===== config.mk =====
export PLATFORM = sky130hd
export DESIGN_NAME = start_pulse_gen
export DESIGN_NICKNAME = d
export VERILOG_FILES = /design/src/rtl/start_pulse_gen.sv
export SDC_FILE = /design/constraint.sdc
export NUM_CORES = 1
export LEC_CHECK = 0
export CORE_AREA = 10 10 47 49
export CTS_CLUSTER_DIAMETER = 150
export DETAILED_ROUTE_END_ITERATION = 12
export DIE_AREA = 0 0 57 59
export GPL_ROUTABILITY_DRIVEN = 1
export GPL_TIMING_DRIVEN = 0
export PLACE_DENSITY = 0.66
export SLEW_MARGIN = 20
export SYNTH_ARGS = -nofsm -noshare
export SYNTH_HDL_FRONTEND = slang
export SYNTH_SLANG_ARGS = --single-unit

===== constraint.sdc =====
create_clock -name clk -period 1.8 [get_ports clk]
set_input_delay 0.27 -clock clk [delete_from_list [all_inputs] [get_ports clk]]
set_output_delay 0.27 -clock clk [all_outputs]
set_load 0.01 [all_outputs]

===== src/rtl/start_pulse_gen.sv =====
// Arms a programmable delay and emits a single-cycle start pulse when it expires.
// A pending start can be cancelled with abort; oversized delays are clamped and flagged.
module start_pulse_gen #(
    parameter int MAX_WAIT = 20,
    parameter int DLY_W    = 5
) (
    input  logic             clk,
    input  logic             rst_n,
    input  logic             arm,
    input  logic [DLY_W-1:0] delay,
    input  logic             abort,
    output logic             start,
    output logic             busy,
    output logic             err,
    output logic             aborted
);

    typedef enum logic {
        IDLE  = 1'b0,
        COUNT = 1'b1
    } state_t;

    // Largest loadable count; delay > MAX_M1 is the same test as delay >= MAX_WAIT.
    localparam logic [DLY_W-1:0] MAX_M1 = DLY_W'(MAX_WAIT - 1);

    function automatic logic [DLY_W-1:0] clamp_delay(input logic [DLY_W-1:0] d);
        return (d > MAX_M1) ? MAX_M1 : d;
    endfunction

    function automatic logic delay_too_long(input logic [DLY_W-1:0] d);
        return (d > MAX_M1);
    endfunction

    state_t           r_state;
    state_t           w_state_nxt;
    logic [DLY_W-1:0] r_cnt;
    logic [DLY_W-1:0] w_cnt_nxt;
    logic             r_start;
    logic             w_start_nxt;
    logic             r_busy;
    logic             w_busy_nxt;
    logic             r_err;
    logic             w_err_nxt;
    logic             r_aborted;
    logic             w_aborted_nxt;

    always_ff @(posedge clk) begin
        if (!rst_n) begin
            r_state   <= IDLE;
            r_cnt     <= '0;
            r_start   <= 1'b0;
            r_busy    <= 1'b0;
            r_err     <= 1'b0;
            r_aborted <= 1'b0;
        end else begin
            r_state   <= w_state_nxt;
            r_cnt     <= w_cnt_nxt;
            r_start   <= w_start_nxt;
            r_busy    <= w_busy_nxt;
            r_err     <= w_err_nxt;
            r_aborted <= w_aborted_nxt;
        end
    end

    // Flags default low so each one lasts exactly one cycle.
    always_comb begin
        w_state_nxt   = r_state;
        w_cnt_nxt     = r_cnt;
        w_start_nxt   = 1'b0;
        w_busy_nxt    = r_busy;
        w_err_nxt     = 1'b0;
        w_aborted_nxt = 1'b0;
        case (r_state)
            IDLE: begin
                if (arm && !abort) begin
                    w_state_nxt = COUNT;
                    w_cnt_nxt   = clamp_delay(delay);
                    w_busy_nxt  = 1'b1;
                    w_err_nxt   = delay_too_long(delay);
                end
            end
            COUNT: begin
                // abort takes priority even on the terminal count
                if (abort) begin
                    w_state_nxt   = IDLE;
                    w_busy_nxt    = 1'b0;
                    w_aborted_nxt = 1'b1;
                end else if (r_cnt == '0) begin
                    w_state_nxt = IDLE;
                    w_busy_nxt  = 1'b0;
                    w_start_nxt = 1'b1;
                end else begin
                    w_cnt_nxt = r_cnt - 1'b1;
                end
            end
            default: begin
                w_state_nxt = IDLE;
                w_busy_nxt  = 1'b0;
            end
        endcase
    end

    assign start   = r_start;
    assign busy    = r_busy;
    assign err     = r_err;
    assign aborted = r_aborted;

endmodule


### Word-level counts from Yosys, hierarchy flattened

Cells that the tools add are included.
W data, S select, Z words.

| storage, ports and cells | value |
|---|---|
| logic and storage cells | 38 |
| output and inout port bits | 4 |
| register bits after elaboration | 10 |
| bits of input ports | 9 |

| operators by class | value |
|---|---|
| reduce and logical (&&, ||, !) cells | 8 |
| bitwise operators | 3 |
| order comparisons | 1 |
| equal/unequal tests | 4 |
| add/subtract/negate cells | 1 |
| multiplexer cells | 15 |

Operator list:

| kind | count |
|---|---|
| $mux W5 | 4 |
| $pmux W5 S2 | 1 |
| $mux W1 | 8 |
| $ne A2 B2 Y1 const B | 3 |
| $reduce_or A3 Y1 | 2 |
| $gt A5 B5 Y1 const B | 1 |
| $logic_not A5 Y1 | 1 |
| $sub A5 B1 Y5 const B | 1 |
| $pmux W1 S2 | 2 |
| $reduce_and A2 Y1 | 2 |
| $ne A3 B2 Y1 const B | 1 |
| $not A1 Y1 | 3 |
| $reduce_and A3 Y1 | 1 |
| $logic_and A1 B1 Y1 | 1 |
| $logic_not A1 Y1 | 1 |

### Longest topological paths before layout

Gate-level depths: netlist (run 1).

| logic depth | value |
|---|---|
| depth in word-level cells | 4 |
| depth in mapped cells | 6 |

### Worst setup path after synthesis (run 1)

Ideal clock, no wire load.

| timing path | value |
|---|---|
| kind | reg-to-reg |
| from | reg r_cnt[0] |
| to | reg r_cnt[2] |
| cell stages (with the launch flop) | 7 |
| slack | 0.328 ns |
| buffers on the path | 0 |
| data arrival time | 1.357 ns |
| cell sequence | dfxtp_1 inv_1 ha_1 nor4b_4 a211oi_4 o21ai_1 a31o_1 |

| between the ends | value |
|---|---|
| cells in the longest elaborated chain, start to end | 4 |
| elaborated cells on any way between the ends | 7 |
| those cells by class | add/sub: 1; eq/ne: 1; mux: 3; reduce/logical: 2 |

RTL lines:

| item | line | RTL |
|---|---|---|
| from (decl) | 36 | `logic [DLY_W-1:0] r_cnt;` |
| from (signal assigned) | 57 | `r_cnt <= w_cnt_nxt;` |
| $sub A5 B1 Y5 | 93 | `w_cnt_nxt = r_cnt - 1'b1;` |
| $mux W5 | 88 | `end else if (r_cnt == '0) begin` |
| $mux W5 | 84 | `if (abort) begin` |
| $pmux W5 S2 | 73 | `case (r_state)` |

Several ways; a longest one is shown, not always the timed one. The select of a mux whose other input is x is not followed.
A chain may end at the register's enable or synchronous reset.

### Worst setup path after layout (run 1)

Same ends and word-level chain as after synthesis.

==> impl_metrics.sql, run 1 <==
INSERT INTO impl_metrics (metric_group, metric, value, unit) VALUES
('run_status', 'run_status', 'finished, final reports clean', ''),
('grt', 'overflow', '0', ''),
('power', 'leakagePower', '0.000270', 'uW'),
('logic_synthesis', 'postSynthAreaPerCell', '9.00', 'um^2'),
('clock_tree', 'cts.sink_count', '10', ''),
('setup_path', 'category_of_the_worst_setup_path_capture_point', 'register', ''),
('clock_tree', 'cts_tree', 'built', ''),
('floorplan', 'fp-row-count', '14', ''),
('timing', 'slew_headroom', '74.7', '%'),
('final_layout', 'layout.filler_cells', '153', ''),
('setup_path', 'crit_start', 'r_cnt[0]', ''),
('power', 'maximum_ir_drop_on_the_vdd_rail', '387', 'uV'),
('placement', 'placement.io_buffers', '12', ''),
('detailed_routing', 'post_drt_via_cell_ratio', '5.22', ''),
('timing', 'fin_tns_setup', '0', 'ps'),
('power', 'pwr_density_cell', '800', 'nW/um^2'),
('logic_synthesis', 'syn_area', '522', 'um^2'),
('timing', 'timing.final.crit_share', '90.3', '%'),
('timing', 'timing.final.ws_setup', '175', 'ps'),
('logic_synthesis', 'netlist_instances', '58', ''),
('logic_synthesis', 'syn-num-nets', '68', ''),
('grt', 'global_route_wire_length_before_repair', '2150', 'um'),
('timing', 'timing.clock.skew', '0.195', 'ps'),
('placement', 'place_congestion', '0.809', ''),
('timing', 'setup_violations', '0', ''),
('clock_tree', 'cts_post_setup_buffers_inserted', '0', ''),
('clock_tree', 'clock_insertion_delay_worst_skew', '260', 'ps'),
('placement', 'place.detailed.hpwl', '915', 'um'),
('setup_path', 'critical_path.reg2reg.startpoint', 'r_cnt[0]', ''),
('timing', 'maxClockFrequency', '0.616', 'GHz'),
('final_layout', 'layout.cells.most_common', 'clkdlybuf4s50_1', ''),
('detailed_routing', 'number_of_design_rule_violations_left_after_detail_routing', '0', ''),
('detailed_routing', 'detail_route.iter0.violations', '10', ''),
('detailed_routing', 'drt-wirelength-per-cell', '13.5', 'um'),
('min_path', 'hold_start', 'r_cnt[1]', ''),
('logic_synthesis', 'yosysSeqAreaShare', '38.4', '%'),
('detailed_routing', 'via_total_after_detailed_routing', '470', ''),
('setup_path', 'worstPathMaxFanout', '7', ''),
('timing', 'worst_slew_pin_slew', '380', 'ps'),
('clock_tree', 'cts-resized-gates', '0', ''),
('final_layout', 'layout_common_cells', 'clkdlybuf4s50_1 (12), dfxtp_1 (10), inv_1 (6), and3_1 (4)', ''),
('setup_path', 'worstPathArrival', '1790', 'ps'),
('power', 'power', '559', 'uW'),
('clock_tree', 'clockBufferDepth', '2', ''),
('clock_tree', 'cts_buf_count', '3', ''),
('logic_synthesis', 'synth-seq-cells', '10', ''),
('detailed_routing', 'ant_nets', '0', ''),
('logic_synthesis', 'synth_warnings', '0', ''),
('setup_path', 'cp_data_required_time', '1960', 'ps'),
('clock_tree', 'clock_tree.htree_level_count', '1', ''),
('min_path', 'min-delay-path-class', 'reg -> reg', ''),
('timing', 'final_period_minus_worst_setup_slack', '1620', 'ps'),
('floorplan', 'core-area', '1400', 'um^2'),
('timing', 'final_hold_violations', '0', ''),
('grt', 'antenna_found_initial', '0', ''),
('logic_synthesis', 'synth_cell_types', '26', ''),
('setup_path', 'setup.worst_path.class', 'reg -> reg', ''),
('detailed_routing', 'drt-pass1-iter-count', '4', ''),
('grt', 'grt_pass1_vias', '475', ''),
('grt', 'grt_start_max_net_pins', '11', ''),
('detailed_routing', 'wirelength', '1210', 'um'),
('floorplan', 'die_h', '59', 'um'),
('timing', 'setup_repair_after_global_routing_missed_its_margin', 'no', ''),
('setup_path', 'type_of_origin_of_the_critical_path', 'register', ''),
('final_layout', 'num_antenna_cells', '0', ''),
('floorplan', 'fp.dieW', '57', 'um'),
('floorplan', 'initial_core_utilization', '37.2', '%'),
('clock_tree', 'cts_hold_bufs', '0', ''),
('clock_tree', 'worst_setup_hold_path_clk_slew', '70', 'ps'),
('final_layout', 'share_of_cells_above_drive_strength_1', '9.46', '%'),
('placement', 'place_worst_setup_slack', '96.2', 'ps'),
('clock_tree', 'ctsRootBufferMaster', 'clkbuf_4', ''),
('grt', 'gr-usage-all-layers', '8.09', '%'),
('job', 'drv_cap', '0', ''),
('timing', 'maxSlewViolCount', '0', ''),
('final_layout', 'nets', '85', ''),
('floorplan', 'floorplan.die_area', '3360', 'um^2'),
('floorplan', 'ioPinCount', '13', ''),
('final_layout', 'syn_to_final_growth', '33.8', '%');
## per-layer routing
metal  global-route usage [%]  vias to the layer above  part of all wire (%)
li1                         -                      242                     -
met1                     8.45                      214                    44
met2                     12.7                       12                    47
met3                     4.72                        2                   7.9
met4                     4.03                        0                  0.99
met5                        0                        -                     0
## report_power, final
group / switching, uW / internal (uW)
Clock: 79.8 / 123
Sequential: 11.7 / 233
Combinational: 51.4 / 60.3
## through the flow
step	instance area, um^2	cells	utilization, %	hold WS (ps)
after global routing	698	90	49.8	511
after floorplan	522	58	-	423
final	698	90	49.8	482
after detailed placement	662	86	47.2	475
after global placement	662	86	47.2	468
after CTS	698	90	49.8	484
## Yosys cell counts
| cell | n | area (um^2) |
|---|---|---|
| o21ai_0 | 3 | 15.0 |
| clkbuf_1 | 2 | 7.51 |
| a21oi_1 | 3 | 15.0 |
| o21ai_1 | 1 | 5.00 |
| a21boi_1 | 1 | 7.51 |
| inv_1 | 6 | 22.5 |
| o21a_1 | 2 | 15.0 |
| a32o_1 | 2 | 20.0 |
| nor4b_4 | 1 | 23.8 |
| and2_1 | 1 | 6.26 |
| a31oi_1 | 1 | 6.26 |
| nor3_1 | 3 | 15.0 |
| and4_2 | 1 | 10.0 |
| nor2b_1 | 3 | 18.8 |
| nor3b_1 | 1 | 7.51 |
| nand2b_1 | 1 | 6.26 |
| a2bb2oi_1 | 1 | 8.76 |
| a211oi_4 | 1 | 20.0 |
| a211o_1 | 1 | 8.76 |
| dfxtp_1 | 10 | 200 |
| nand2_1 | 3 | 11.3 |
| and3_1 | 4 | 25.0 |
| a31o_1 | 2 | 17.5 |
| nor2_1 | 2 | 7.51 |
| ha_1 | 1 | 12.5 |
| o311ai_1 | 1 | 8.76 |
## flip-flops by register name, indices dropped and copies added, names as in the netlist
| signal | flops |
|---|---|
| aborted | 1 |
| start | 1 |
| err | 1 |
| r_state | 1 |
| r_cnt | 5 |
| busy | 1 |
## kinds of logic after synthesis
| logic type | synth area share (%) |
|---|---|
| AND/OR/NAND/NOR | 25.2 |
| AO/OA/AOI/OAI | 28.3 |
| flip-flops | 38.4 |
| buffers and inverters | 5.76 |
| adder cells (fa/ha/maj) | 2.40 |
## worst paths after layout
path               to  slack (ps)  depth (start not counted)
min reg2reg  r_cnt[1]         480                          2
max          r_cnt[2]         180                          6
max reg2reg  r_cnt[2]         180                          6
min          r_cnt[1]         480                          2
## worst max-delay path: stages (launching register included)
cell and delay, ps:
dfxtp_1 350, inv_1 60, ha_1 240, nor4b_4 160
a211oi_4 370, o21ai_1 120, a31o_1 220
## layout make-up
cell class	instances	area [um^2]	share of cell area, %
Timing Repair Buffer	12	120	17.2
Sequential cell	10	200	28.7
Inverter	6	22.5	3.23
Multi-Input combinational cell	40	292	41.8
Buffer	2	7.51	1.08
Tap cell	16	20.0	2.87
Clock buffer	4	36.3	5.20
Note: power is estimated with default switching activity, not from simulation.
==> run 2, diff against run 1 <==
--- a/config.mk
+++ b/config.mk
@@ -10,7 +10,6 @@
 export DETAILED_ROUTE_END_ITERATION = 12
 export DIE_AREA = 0 0 57 59
 export GPL_ROUTABILITY_DRIVEN = 1
-export GPL_TIMING_DRIVEN = 0
 export PLACE_DENSITY = 0.66
 export SLEW_MARGIN = 20
 export SYNTH_ARGS = -nofsm -noshare
==> run 2 against run 1 <==
  * Cell count shrank 2.2%
  * Worst hold slack lost 4.8 ps
  * Die area is the same
  * Combinational power is essentially flat
  * Maximum frequency shrank 1.6%
  * Sequential power is essentially flat
  * Sequential share of layout area grew 0.58 points
  * Critical path depth is the same
  * Global-route usage shrank 0.18 points
  * Non-clock buffer count shrank 1
  * Final area shrank 2.0%
  * Power shrank 7.8%
==> impl_metrics.sql, run 2 (synthesized netlist as in run 1, its figures left out) <==
INSERT INTO impl_metrics (metric_group, metric, value, unit) VALUES
('final_layout', 'layout.cells.most_common', 'clkdlybuf4s50_1', ''),
('setup_path', 'setup.worst_path.class', 'reg -> reg', ''),
('setup_path', 'cp_data_required_time', '1970', 'ps'),
('timing', 'maxClockFrequency', '0.605', 'GHz'),
('setup_path', 'type_of_origin_of_the_critical_path', 'register', ''),
('final_layout', 'syn_to_final_growth', '31.2', '%'),
('setup_path', 'slowest_delay', '370', 'ps'),
('detailed_routing', 'wirelength', '1230', 'um'),
('timing', 'fin_tns_setup', '0', 'ps'),
('power', 'clkPwrFrac', '31.0', '%'),
('power', 'combPwrFrac', '21.4', '%'),
('setup_path', 'category_of_the_worst_setup_path_capture_point', 'register', ''),
('clock_tree', 'cts.sink_count', '10', ''),
('final_layout', 'fin_util', '48.8', '%'),
('clock_tree', 'cts_post_setup_buffers_inserted', '0', ''),
('detailed_routing', 'detail_route.iter0.violations', '6', ''),
('power', 'net-switching-power', '144', 'uW'),
('power', 'power.sequential.fraction', '47.6', '%'),
('run_status', 'run_status', 'finished, final reports clean', ''),
('detailed_routing', 'number_of_design_rule_violations_left_after_detail_routing', '0', ''),
('detailed_routing', 'via_total_after_detailed_routing', '470', ''),
('power', 'pwr_density_cell', '753', 'nW/um^2'),
('clock_tree', 'cts_buf_count', '3', ''),
('timing', 'worst_slew_pin_slew', '373', 'ps'),
('job', 'drv_cap', '0', ''),
('floorplan', 'die_h', '59', 'um'),
('final_layout', 'largest_register_ffs', '5', ''),
('power', 'power', '515', 'uW'),
('clock_tree', 'cts-resized-gates', '0', ''),
('grt', 'global_route_wire_length_before_repair', '2040', 'um'),
('timing', 'slew_headroom', '75.1', '%'),
('final_layout', 'top_register', 'r_cnt', ''),
('floorplan', 'ioPinCount', '13', ''),
('clock_tree', 'clock_tree.htree_level_count', '1', ''),
('clock_tree', 'cts_tree', 'built', ''),
('setup_path', 'critPathTopFamily', 'compound AO/OA/AOI/OAI gates', ''),
('placement', 'place_congestion', '0.810', ''),
('clock_tree', 'cts_hold_bufs', '0', ''),
('detailed_routing', 'drt-pass1-iter-count', '4', ''),
('power', 'internal-power', '371', 'uW'),
('power', 'leakagePower', '0.000266', 'uW'),
('setup_path', 'worstPathMaxFanout', '7', ''),
('floorplan', 'fp.dieW', '57', 'um'),
('timing', 'timing.clock.skew', '12.0', 'ps'),
('detailed_routing', 'ant_nets', '0', ''),
('placement', 'placement.io_buffers', '12', ''),
('grt', 'antenna_found_initial', '0', ''),
('timing', 'final_period_minus_worst_setup_slack', '1650', 'ps'),
('timing', 'maxSlewViolCount', '0', ''),
('clock_tree', 'clockBufferDepth', '2', ''),
('power', 'maximum_ir_drop_on_the_vdd_rail', '347', 'uV'),
('grt', 'overflow', '0', ''),
('power', 'switching_part_of_the_total_power', '28.0', '%'),
('final_layout', 'nets', '84', ''),
('setup_path', 'worstPathArrival', '1830', 'ps'),
('min_path', 'min-delay-path-class', 'reg -> reg', ''),
('final_layout', 'num_antenna_cells', '0', ''),
('clock_tree', 'ctsRootBufferMaster', 'clkbuf_4', ''),
('floorplan', 'floorplan.die_area', '3360', 'um^2'),
('detailed_routing', 'post_drt_via_cell_ratio', '5.34', ''),
('final_layout', 'layout_common_cells', 'clkdlybuf4s50_1 (12), dfxtp_1 (10), inv_1 (6), and3_1 (4)', ''),
('timing', 'setup_violations', '0', ''),
('setup_path', 'crit_chain', 'inv_1, ha_1, nor4b_4, a211oi_4, o21ai_1, a31o_1', ''),
('clock_tree', 'clock_insertion_delay_worst_skew', '270', 'ps'),
('grt', 'grt_start_max_net_pins', '13', ''),
('setup_path', 'critical_path_buf_inv_count', '1', ''),
('timing', 'timing.final.crit_share', '91.8', '%'),
('grt', 'grt_pass1_vias', '462', ''),
('timing', 'setup_repair_after_global_routing_missed_its_margin', 'no', ''),
('floorplan', 'initial_core_utilization', '37.2', '%'),
('final_layout', 'share_of_cells_above_drive_strength_1', '9.72', '%'),
('detailed_routing', 'drt-wirelength-per-cell', '13.9', 'um'),
('setup_path', 'critPathSlowestCell', 'a211oi_4', ''),
('floorplan', 'core-area', '1400', 'um^2'),
('grt', 'gr-usage-all-layers', '7.91', '%'),
('placement', 'place.detailed.hpwl', '910', 'um'),
('clock_tree', 'worst_setup_hold_path_clk_slew', '70', 'ps'),
('floorplan', 'fp-row-count', '14', ''),
('timing', 'final_hold_violations', '0', '');
-- run 2: worst reg2reg max path, stage by stage, from the launching register on --
cell      delay, ps
dfxtp_1         350
inv_1            60
ha_1            230
nor4b_4         160
a211oi_4        370
o21ai_1         130
a31o_1          230
-- run 2: final cells by class --
class	count	area (um^2)
Clock buffer	3	22.5
Timing Repair Buffer	13	128
Multi-Input combinational cell	40	292
Fill cell	151	717
Sequential cell	10	200
Tap cell	16	20.0
Inverter	6	22.5
-- run 2: path summary, 6_finish.rpt --
check           start  cells after the start  slack [ps]       end
max          r_cnt[0]                      6         150  r_cnt[2]
min          r_cnt[1]                      2         480  r_cnt[1]
max reg2reg  r_cnt[0]                      6         150  r_cnt[2]
min reg2reg  r_cnt[1]                      2         480  r_cnt[1]
-- run 2: power by group through the flow --
stage / Combinational (uW) / Clock, uW / Sequential (uW)
global route: 124 / 180 / 247
global placement: 110 / 0 / 250
detailed placement: 110 / 0 / 250
floorplan: 69.5 / 0 / 248
finish: 110 / 160 / 245
CTS: 111 / 165 / 245
-- run 2: through the flow --
step	area (um^2)	instances	setup slack (ps)	hold slack, ps
floorplan	522	58	328	423
detailed placement	662	85	91.0	473
global route	684	88	11.3	510
global placement	662	85	132	469
CTS	684	88	148	481
finish	684	88	148	477
-- run 2: routing by layer --
layer  vias up  GRT usage [%]  part of all wire [%]  wire [um]
met5         -              0                     0          0
met4         0           7.05                   2.4         29
met3         4           4.29                   7.0         86
met2        12           11.5                    41        502
met1       214           8.08                    50        608
li1        240              -                     -          -
